[config.mk]
export PLATFORM = sky130hd
export DESIGN_NAME = instr_issuer
export DESIGN_NICKNAME = d
export VERILOG_FILES = /design/src/rtl/instr_issuer_pkg.sv /design/src/rtl/instr_issuer_cmd_fifo.sv /design/src/rtl/instr_issuer.sv
export SDC_FILE = /design/constraint.sdc
export NUM_CORES = 1
export LEC_CHECK = 0
export CAP_MARGIN = 20
export CORE_MARGIN = 10
export CORE_UTILIZATION = 53
export CTS_CLUSTER_DIAMETER = 150
export CTS_CLUSTER_SIZE = 30
export DETAILED_ROUTE_END_ITERATION = 10
export GPL_TIMING_DRIVEN = 0
export PLACE_DENSITY = 0.74
export SETUP_SLACK_MARGIN = 0.1
export SLEW_MARGIN = 10
export SYNTH_ARGS = -nofsm -noshare
export SYNTH_HDL_FRONTEND = slang
export SYNTH_SLANG_ARGS = --single-unit
[constraint.sdc]
create_clock -name clk -period 14.8 [get_ports clk]
set_clock_uncertainty 0.1 [all_clocks]
set_input_delay 3.7 -clock clk [delete_from_list [all_inputs] [get_ports clk]]
set_output_delay 3.7 -clock clk [all_outputs]
set_load 0.01 [all_outputs]
[src/rtl/instr_issuer_pkg.sv]
// issuer_pkg: shared kind encodings, FSM states and entry/core-port structs for instr_issuer.
package issuer_pkg;
  typedef enum logic [1:0] {KIND_INSTR, KIND_MEMWR, KIND_MEMRD, KIND_HALT} kind_e;
  typedef enum logic [2:0] {S_IDLE, S_RUN, S_GAP, S_RD_WAIT, S_RD_CAP, S_HALTED} state_e;
  typedef struct packed {
    kind_e       kind;
    logic [31:0] w0;
    logic [31:0] w1;
    logic [31:0] w2;
    logic [31:0] w3;
  } cmd_t;
  typedef struct packed {
    logic [31:0] opcode;
    logic [31:0] oprand1;
    logic [31:0] oprand2;
    logic [31:0] oprand3;
    logic [31:0] addr;
    logic [31:0] data;
    logic        wl;
    logic        rdl;
  } core_t;
  localparam logic [31:0] NOP_OPCODE_DEF = 32'h0;
endpackage

[src/rtl/instr_issuer_cmd_fifo.sv]
// cmd_fifo: synchronous FIFO with full/empty flags; no bypass, head read straight from storage.
module cmd_fifo #(
  parameter int DEPTH = 8,
  parameter int W     = 32
) (
  input  logic         clk,
  input  logic         rst_n,
  input  logic         push_i,
  input  logic [W-1:0] din_i,
  input  logic         pop_i,
  output logic [W-1:0] dout_o,
  output logic         full_o,
  output logic         empty_o
);
  localparam int AW = $clog2(DEPTH);
  logic [W-1:0] mem_q [DEPTH];
  logic [AW:0]  wr_q, rd_q;
  // Extra pointer bit tells full from empty when the indices coincide.
  assign empty_o = wr_q == rd_q;
  assign full_o  = (wr_q[AW] != rd_q[AW]) && (wr_q[AW-1:0] == rd_q[AW-1:0]);
  assign dout_o  = mem_q[rd_q[AW-1:0]];
  always_ff @(posedge clk or negedge rst_n)
    if (!rst_n) begin
      wr_q <= '0;
      rd_q <= '0;
    end else begin
      if (push_i) wr_q <= wr_q + (AW+1)'(1);
      if (pop_i) rd_q <= rd_q + (AW+1)'(1);
    end
  always_ff @(posedge clk)
    if (push_i) mem_q[wr_q[AW-1:0]] <= din_i;
endmodule

[src/rtl/instr_issuer.sv]
// instr_issuer: FIFO-fed sequencer driving the core command/SRAM port, one cycle per entry.
// Optional issue counter enabled by defining ISSUER_PERF_EN.
module instr_issuer
  import issuer_pkg::*;
#(
  parameter int          DEPTH      = 8,
  parameter int          ISSUE_GAP  = 0,
  parameter logic [31:0] NOP_OPCODE = NOP_OPCODE_DEF
) (
  input  logic        clk,
  input  logic        rst_n,
  input  logic        in_valid,
  output logic        in_ready,
  input  logic [1:0]  in_kind,
  input  logic [31:0] in_w0,
  input  logic [31:0] in_w1,
  input  logic [31:0] in_w2,
  input  logic [31:0] in_w3,
  input  logic        go,
  output logic        busy,
  output logic        halted,
  output logic [31:0] opcode,
  output logic [31:0] oprand1,
  output logic [31:0] oprand2,
  output logic [31:0] oprand3,
  output logic [31:0] addr,
  output logic [31:0] data,
  output logic        wl,
  output logic        rdl,
  input  logic [31:0] din,
  output logic        rd_valid,
  output logic [31:0] rd_data,
  output logic [31:0] issue_count
);
  localparam core_t  IDLE_C = '{NOP_OPCODE, 32'h0, 32'h0, 32'h0, 32'h0, 32'h0, 1'b0, 1'b0};
  localparam state_e S_NEXT = (ISSUE_GAP > 0) ? S_GAP : S_RUN;
  state_e      state_q, state_d;
  core_t       core_q, core_d;
  logic [31:0] gap_q, gap_d, rdd_q, rdd_d;
  logic        rdv_q, rdv_d, full, empty, pop;
  cmd_t        head;
  cmd_fifo #(.DEPTH(DEPTH), .W($bits(cmd_t))) u_fifo (
    .clk     (clk),
    .rst_n   (rst_n),
    .push_i  (in_valid && in_ready),
    .din_i   (cmd_t'({in_kind, in_w0, in_w1, in_w2, in_w3})),
    .pop_i   (pop),
    .dout_o  (head),
    .full_o  (full),
    .empty_o (empty)
  );
  assign pop      = (state_q == S_RUN) && !empty;
  assign in_ready = !full;
  assign busy     = state_q inside {S_RUN, S_GAP, S_RD_WAIT, S_RD_CAP};
  assign halted   = state_q == S_HALTED;
  assign {opcode, oprand1, oprand2, oprand3, addr, data, wl, rdl} = core_q;
  assign rd_valid = rdv_q;
  assign rd_data  = rdd_q;
  always_comb begin
    state_d = state_q;
    core_d  = IDLE_C;
    gap_d   = '0;
    rdv_d   = 1'b0;
    rdd_d   = rdd_q;
    case (state_q)
      S_IDLE, S_HALTED: state_d = go ? S_RUN : state_q;
      S_RUN:
        if (!empty)
          case (head.kind)
            KIND_INSTR: begin
              core_d  = '{head.w0, head.w1, head.w2, head.w3, 32'h0, 32'h0, 1'b0, 1'b0};
              state_d = S_NEXT;
            end
            KIND_MEMWR: begin
              core_d  = '{NOP_OPCODE, 32'h0, 32'h0, 32'h0, head.w0, head.w1, 1'b1, 1'b0};
              state_d = S_NEXT;
            end
            KIND_MEMRD: begin
              core_d  = '{NOP_OPCODE, 32'h0, 32'h0, 32'h0, head.w0, 32'h0, 1'b0, 1'b1};
              state_d = S_RD_WAIT;
            end
            default: state_d = S_HALTED;
          endcase
      S_GAP: begin
        gap_d   = gap_q + 32'd1;
        state_d = (gap_q == 32'(ISSUE_GAP - 1)) ? S_RUN : S_GAP;
      end
      S_RD_WAIT: state_d = S_RD_CAP;
      S_RD_CAP: begin
        rdv_d   = 1'b1;
        rdd_d   = din;
        state_d = S_NEXT;
      end
      default: state_d = S_IDLE;
    endcase
  end
  always_ff @(posedge clk or negedge rst_n)
    if (!rst_n) begin
      state_q <= S_IDLE;
      core_q  <= IDLE_C;
      gap_q   <= '0;
      rdv_q   <= 1'b0;
      rdd_q   <= '0;
    end else begin
      state_q <= state_d;
      core_q  <= core_d;
      gap_q   <= gap_d;
      rdv_q   <= rdv_d;
      rdd_q   <= rdd_d;
    end
`ifdef ISSUER_PERF_EN
  logic [31:0] cnt_q;
  always_ff @(posedge clk or negedge rst_n)
    if (!rst_n) cnt_q <= '0;
    else if (pop && head.kind != KIND_HALT && cnt_q != 32'hFFFF_FFFF) cnt_q <= cnt_q + 32'd1;
  assign issue_count = cnt_q;
`else
  assign issue_count = '0;
`endif
endmodule

Yosys cells after proc, flatten, opt, wreduce, memory -nomap -nowiden
Memories as Yosys holds them, arrays and structs flattened.
Cells that the tools add are included.
- bits in registers: 270
- memory bits (writable): 1040
- input bits: 166
- output and inout bits: 262
- memories kept: 1
- add/sub/neg operators: 3
- eq/ne operators: 13
- muxes and demuxes: 12
- reductions and logical operators: 11
- memories (memory ; depth ; bits a word ; rd ports ; clocked after Yosys merged registers in ; wr ports ; RTL line ; RTL):
    u_fifo.mem_q ; 8 ; 130 ; 1 ; 0 ; 1 ; instr_issuer_cmd_fifo.sv:16 ; logic [W-1:0] mem_q [DEPTH];
- operators by type and width (kind ; number):
    case mux 194 bit (3 select lines) ; 1
    two-way mux 194 bit ; 2
    adder 32 x 1 -> 32 bit, second input constant ; 1
    equality test 32 bit, second input constant ; 1
    two-way mux 32 bit ; 1
    case mux 3 bit (5 select lines) ; 1
    adder 4 x 1 -> 4 bit, second input constant ; 2
    equality test 3 x 2 -> 1 bit, second input constant ; 2
    equality test 3 bit, second input constant ; 2
    two-way mux 3 bit ; 2
    case mux 3 bit (2 select lines) ; 1
    equality test 4 bit ; 1
    != test 2 bit, second input constant ; 2
    nonzero test 4 bit ; 1
    OR reduction 2 bit ; 2
    equality test 3 x 1 -> 1 bit, second input constant ; 1
    equality test 3 bit ; 1
    logical AND 1 bit ; 3
    zero test 3 bit ; 1
    two-way mux 1 bit ; 3
    equality test 2 x 1 -> 1 bit, second input constant ; 1
    equality test 2 bit, second input constant ; 1
    zero test 1 bit ; 2
    zero test 2 bit ; 1
    3 further kinds ; 3

Logic depth before layout (Yosys ltp)
Gate-level depths: netlist (run 1).
- depth after elaboration: 6
- depth in mapped cells: 7

Cells and area by module
A second synthesis (run 1) with hierarchy kept.
- cells, all modules: 2268
- area, all modules: 48908.2 um^2
- modules (own cells, without submodules) (module ; times used ; cells each ; area an instance (um^2)):
    cmd_fifo ; 1 ; 1546 ; 39352.7
    instr_issuer ; 1 ; 722 ; 9555.4

Worst setup path before layout (run 1)
OpenSTA, ideal clock, no wires.
- path kind: input-to-reg
- from: in in_valid
- to: mem u_fifo.mem_q[0][0] (netlist name) (enable)
- library setup time: 0.778 ns
- data arrival time: 12.615 ns
- required time: 13.922 ns
- path slack: 1.307 ns
- cell stages on the path: 2
- cell sequence: nand3b_1 -> nor3_1
- longest elaborated chain between the ends: 3
- ends and longest elaborated chain (item ; RTL line ; RTL):
    from (decl) ; instr_issuer.sv:12 ; input logic in_valid,
    logical AND 1 bit ; instr_issuer.sv:45 ; .push_i (in_valid && in_ready),
    two-way mux 1 bit ; instr_issuer_cmd_fifo.sv:31 ; if (push_i) mem_q[wr_q[AW-1:0]] <= din_i;
    two-way mux 1 bit (implied by the code) ; instr_issuer_cmd_fifo.sv:31 ;
    to (decl) ; instr_issuer_cmd_fifo.sv:16 ;
Every way passes these cells.

Worst setup path in the final report (run 1)
- from: reg u_fifo.rd_q[0]
- to: out in_ready
- longest elaborated chain between the ends: 3
- ends and longest elaborated chain (item ; RTL line ; RTL):
    from (decl) ; instr_issuer_cmd_fifo.sv:17 ; logic [AW:0] wr_q, rd_q;
    from (signal assigned) ; instr_issuer_cmd_fifo.sv:28 ; if (pop_i) rd_q <= rd_q + (AW+1)'(1);
    equality test 3 bit ; instr_issuer_cmd_fifo.sv:20 ; assign full_o = (wr_q[AW] != rd_q[AW]) && (wr_q[AW-1:0] == rd_q[AW-1:0]);
    logical AND 1 bit ; instr_issuer_cmd_fifo.sv:20 ;
    zero test 1 bit ; instr_issuer.sv:53 ; assign in_ready = !full;
    to (decl) ; instr_issuer.sv:13 ; output logic in_ready,
Every way passes these cells.

==> flow_summary.yaml, run 1 <==
clock_network:
  cts_tree: "built"
  post_cts_resized: 0
  clk_latency_ps: 640
  htree_levels: 2
  cts_made_buffers: 49
  cts.path.max_buffers: 3
  post_cts_buffers: 0
  hold_buffers: 0
  root_buffer: "clkbuf_16"
  clock_sinks: 1310
  path_clk_slew_ps: 110
worst_setup_path:
  critPathLaunch: "u_fifo.rd_q[0]"
  r2r-start: "u_fifo.rd_q[0]"
  cp_max_fo: 10
  critical_path_class: "reg -> out"
  endpoint_kind: "output port"
  crit_path_start_kind: "flop"
  required_ps: 11000
  crit_arrival_ps: 2660
die:
  core_region_area_mm2: 0.0904
  fp.dieArea_mm2: 0.104
  num_rows: 110
  die_y_um: 323
  pin_count: 428
  fp.dieW_um: 323
  start_util_pct: 53.7
timing:
  fin_crit_ps: 6460
  setup_violations: 0
  relSlewSlack_pct: 28.4
  fin_ws_ps: 8340
  rsz0062_at_grt: "no"
  hold_violations: 0
  max_freq_ghz: 0.155
  tightestPinTransition_ps: 1070
  post-route-period-util_pct: 43.7
  slew_viol_final: 0
power:
  power.leakage_nw: 19.4
  sw_frac_of_total_pct: 31.8
  vdd_drop_max_uv: 124
  p_int_w: 0.00709
  comb_power_share_pct: 36.9
  power_w: 0.0104
  pwr-share-clk_pct: 16.1
  switchingPower_w: 0.00330
  power_density_mw_per_mm2: 183
  pwr-share-seq_pct: 46.9
drt:
  drtIter0Drc: 2169
  wl_um: 110000
  postRouteAntennaNets: 0
  wire_per_inst_um: 26.8
  vias_per_cell: 5.77
  vias: 23687
  route.detailed.drc: 0
  dr.pass1.iters: 8
cells_and_area:
  multi_input_area_mm2: 0.00995
  drive_above_1_share_pct: 20.1
  final_util_pct: 62.8
  regArea_mm2: 0.0380
  fillers: 6113
  final_cell_mix: "edfxtp_1, clkdlybuf4s50_1, dfrtp_1, mux4_2, nor2_1"
  layout_commonest_cell: "edfxtp_1"
  nets: 3053
  fin_cells: 4104
  area_growth_pct: 17.0
  design_area_mm2: 0.0568
logic_synthesis:
  ys_ff_latch: 1310
  yosysTopAreaCell: "edfxtp_1"
  syn-cell-area_mm2: 0.0486
  seq_area_frac_synth_pct: 78.2
  synth_cell_types: 42
  synth_top_cell_area_share_pct: 64.3
  synth_area_leaders: "edfxtp_1, dfrtp_1, mux4_2, mux2_2, nor2_1"
  yosysWarningCount: 0
  syn-instance-count: 2330
  syn-mean-instance-area_um2: 20.8
place:
  placed_cell_area_mm2: 0.0554
  dp_slack_ps: 8030
  place_inst: 4008
  io_buffer_count: 395
  place_congestion: 0.786
  dp_hpwl_um: 74000
global_route:
  overflow: 0
  grt_start_max_net_pins: 113
  track_usage_pct: 20.9
  grt_pass1_vias: 24764
  grt_antenna_before_repair: 14
  grt_pass1_wl_um: 162000
min_path:
  holdCritPathClass: "reg -> reg"
  hold_start: "gap_q[0]"
outcome:
  status: "completed"
job:
  drv_cap: 0
-- routing by layer --
layer,global-route usage [%],part of all wire [%],vias to the layer above
met1,28.1,40,12496
met5,0,0.15,-
li1,-,-,10183
met2,35.4,50,846
met3,4.31,7.6,138
met4,4.43,2.0,24
-- metrics by stage --
stage               setup TNS [ps]  hold slack (ps)
floorplan                        0              347
global placement          -4145850              358
detailed placement               0              377
CTS                              0              393
global route                     0              440
finish                           0              391
-- synthesized netlist by cell type (all sizes together) --
| cell type | count |
|---|---|
| nor2 | 212 |
| mux2 | 98 |
| mux4 | 260 |
| or3b | 1 |
| clkbuf | 56 |
| nand2 | 83 |
| nand3 | 12 |
| o311a | 1 |
| or4 | 12 |
| nor4b | 1 |
| or3 | 6 |
| nand4b | 1 |
| o21ai | 7 |
| and3 | 1 |
| xor2 | 8 |
| nand3b | 1 |
| and2 | 3 |
| a41oi | 1 |
| nand2b | 5 |
| o31ai | 11 |
| o2bb2ai | 1 |
| conb | 1 |
| nand4 | 15 |
| and3b | 1 |
| inv | 6 |
| nor4 | 1 |
| dfrtp | 270 |
| buf | 92 |
| and4 | 7 |
| edfxtp | 1040 |
| nor3 | 10 |
| xnor2 | 15 |
| ha | 3 |
| a21oi | 17 |
| nor3b | 2 |
| mux2i | 68 |
| o21bai | 1 |
-- sequential cells by signal, summed over array words and instances, names as in the netlist --
signal,flops
rdl,1
addr,32
rd_valid,1
gap_q,32
u_fifo.rd_q,4
data,32
rd_data,32
opcode,32
u_fifo.wr_q,4
oprand1,32
wl,1
oprand3,32
oprand2,32
state_q,3
u_fifo.mem_q,1040
-- logic make-up after synthesis --
group	Yosys count	synth area share, %
AND/OR/NAND/NOR	374	3.37
XOR/XNOR	23	0.415
flip-flops	1310	78.2
buffers and inverters	154	1.60
other	1	0.00772
adder cells (fa/ha/maj)	3	0.0773
AO/OA/AOI/OAI	39	0.505
multiplexers	426	15.8
-- power by group through the flow --
stage | Sequential [W] | Combinational (W) | Clock [W]
2_1_floorplan | 0.00513 | 0.00211 | 0
3_3_place_gp | 0.00518 | 0.00369 | 0
3_5_place_dp | 0.00496 | 0.00391 | 0
4_1_cts | 0.00488 | 0.00393 | 0.00172
5_1_grt | 0.00493 | 0.00412 | 0.00184
6_report | 0.00488 | 0.00384 | 0.00168
-- final timing paths --
path / cells past startpoint / to / slack (ps)
setup / recovery: 4 / in_ready / 8340
hold / removal: 1 / gap_q[0] / 390
setup reg to reg: 11 / u_fifo.mem_q[1][18] / 11060
hold reg to reg: 1 / gap_q[0] / 390
max in group asynchronous: 4 / oprand2[10] / 10390
min in group asynchronous: 2 / oprand1[27] / 2920
-- critical path: stages, from the launching register on --
cell and delay [ps]:
dfrtp_1 460, buf_2 250, xnor2_1 330, nand4b_1 330, clkdlybuf4s50_1 640
-- layout make-up --
| type | instances | share of cell area [%] |
|---|---|---|
| diodes | 4 | 0.0176 |
| plain buffers | 148 | 1.33 |
| clock buffers | 88 | 2.42 |
| clock inverters | 3 | 0.0507 |
| inverters | 6 | 0.0529 |
| multi-input cells | 897 | 17.5 |
| flip-flops and latches | 1310 | 66.9 |
| well taps | 1176 | 2.59 |
| repair buffers | 472 | 9.13 |
Note: power is estimated with default switching activity, not from simulation.
==> run 2, diff against run 1 <==
Settings changed: CORE_UTILIZATION 53 to 52, PLACE_DENSITY 0.74 to 0.76.
Clock period 14.8 ns to 5.8 ns, I/O delays scaled along.
==> run 2 against run 1 <==
Net effect:
- sequential share of layout area shrank 0.22 points
- via count increased by 0.24%
- non-clock buffer count is 17 lower
- clock-buffer cell count up 1
- die area increased by 1.8%
- final area up 0.34%
- critical path depth is the same
- clock power rose to 2.6 times the previous value
- largest power group unchanged
==> flow_summary.yaml, run 2 (same netlist as run 1, synthesis figures left out) <==
die:
  num_rows: 112
  fp.dieW_um: 326
  core_region_area_mm2: 0.0930
  die_y_um: 326
  start_util_pct: 52.2
  fp.dieArea_mm2: 0.106
  pin_count: 428
drt:
  drtIter0Drc: 2021
  vias: 23744
  vias_per_cell: 5.70
  route.detailed.drc: 0
  wl_um: 113000
  wire_per_inst_um: 27.0
  dr.pass1.iters: 5
  postRouteAntennaNets: 0
worst_setup_path:
  crit_arrival_ps: 2620
  crit_cells: 4
  cp_top_family: "buffers and inverters"
  path_cells: "buf_2 > xnor2_1 > nand4b_1 > clkdlybuf4s50_1"
  endpoint_kind: "output port"
  cpPeakStageDelay_ps: 630
  crit_path_start_kind: "flop"
  ff2ff_setup_slack_ps: 2200
  slowest_stage: "clkdlybuf4s50_1"
  worst_r2r_endpoint: "u_fifo.mem_q[0][34]"
  cp_num_buf_inv: 2
  critical_path_class: "reg -> out"
  crit_end: "in_ready"
  cp_max_fo: 10
  r2r_cells: 9
  required_ps: 4250
  r2r-start: "u_fifo.rd_q[0]"
  critPathLaunch: "u_fifo.rd_q[0]"
clock_network:
  clk_latency_ps: 650
  root_buffer: "clkbuf_16"
  cts.path.max_buffers: 3
  htree_levels: 2
  path_clk_slew_ps: 110
  post_cts_resized: 0
  clock_sinks: 1310
  hold_buffers: 0
  cts_made_buffers: 49
  cts_tree: "built"
  post_cts_buffers: 0
timing:
  hold_violations: 0
  relSlewSlack_pct: 31.9
  fin_crit_ps: 4170
  rsz0062_at_grt: "no"
  slew_viol_final: 0
  max_freq_ghz: 0.240
  post-route-period-util_pct: 71.9
  tightestPinTransition_ps: 1020
  setup_violations: 0
  whs_ps: 382
cells_and_area:
  layout_commonest_cell: "edfxtp_1"
  fillers: 6522
  nets: 3036
  largest_reg_flops: 1040
  drive_above_1_share_pct: 19.6
  final_cell_mix: "edfxtp_1, clkdlybuf4s50_1, dfrtp_1, mux4_2, nor2_1"
  area_growth_pct: 17.4
min_path:
  holdCritPathClass: "reg -> reg"
power:
  vdd_drop_max_uv: 296
  power_density_mw_per_mm2: 468
  power_w: 0.0267
  power.leakage_nw: 19.4
outcome:
  status: "completed"
global_route:
  overflow: 0
  grt_start_max_net_pins: 102
  track_usage_pct: 21.0
  grt_antenna_before_repair: 16
  grt_pass1_vias: 24917
  grt_pass1_wl_um: 167000
job:
  drv_cap: 0
place:
  io_buffer_count: 395
  dp_hpwl_um: 76300
  place_congestion: 0.826
==> run 2: power breakdown <==
group / internal [W] / switching [W]
combinational: 0.00451 / 0.00534
sequential: 0.0120 / 0.000485
clock: 0.00169 / 0.00267
==> run 2: worst min path at each step <==
stage,startpoint,endpoint,slack [ps],depth (start not counted)
finish,gap_q[0],gap_q[0],380,1
global route,gap_q[0],gap_q[0],410,1
CTS,gap_q[0],gap_q[0],380,1
detailed placement,gap_q[0],gap_q[0],370,1
global placement,gap_q[0],gap_q[0],360,1
floorplan,gap_q[0],gap_q[0],350,1
==> run 2: metrics by stage <==
stage | setup WS [ps] | TNS, ps | utilization [%] | area (um2) | std cells
floorplan | -1950 | -1639460 | - | 48700 | 2361
CTS | 1570 | 0 | 61.2 | 57000 | 4161
global placement | -8880 | - | 58.3 | 54200 | 4010
finish | 1630 | 0 | 61.2 | 57000 | 4168
detailed placement | 1410 | 0 | 59.7 | 55500 | 4070
global route | 1480 | 0 | 61.2 | 57000 | 4166
==> run 2: routing by layer <==
metal / GRT usage [%] / part of all wire, % / vias to the layer above
met3: 4.25 / 7.2 / 116
met2: 36.5 / 52 / 838
met4: 3.76 / 1.4 / 18
li1: - / - / 10173
met1: 27.5 / 39 / 12599
met5: 0 / 0.097 / -
==> run 2: worst reg2reg max path: stages, from the launching register on <==
cell,delay [ps]
dfrtp_1,460
buf_2,360
xnor2_1,180
nand4b_1,260
nand3b_1,370
nor3_4,700
buf_16,240
buf_8,210
buf_8,210
buf_8,210
==> run 2: layout make-up <==
type / instances / area [um2] / share of cell area (%)
multi-input cells: 897 / 9970 / 17.5
clock inverters: 2 / 20.0 / 0.0351
flip-flops and latches: 1310 / 38000 / 66.7
inverters: 6 / 30.0 / 0.0527
repair buffers: 455 / 5220 / 9.16
clock buffers: 89 / 1420 / 2.49
diodes: 7 / 17.5 / 0.0307
plain buffers: 148 / 754 / 1.32
well taps: 1254 / 1570 / 2.75
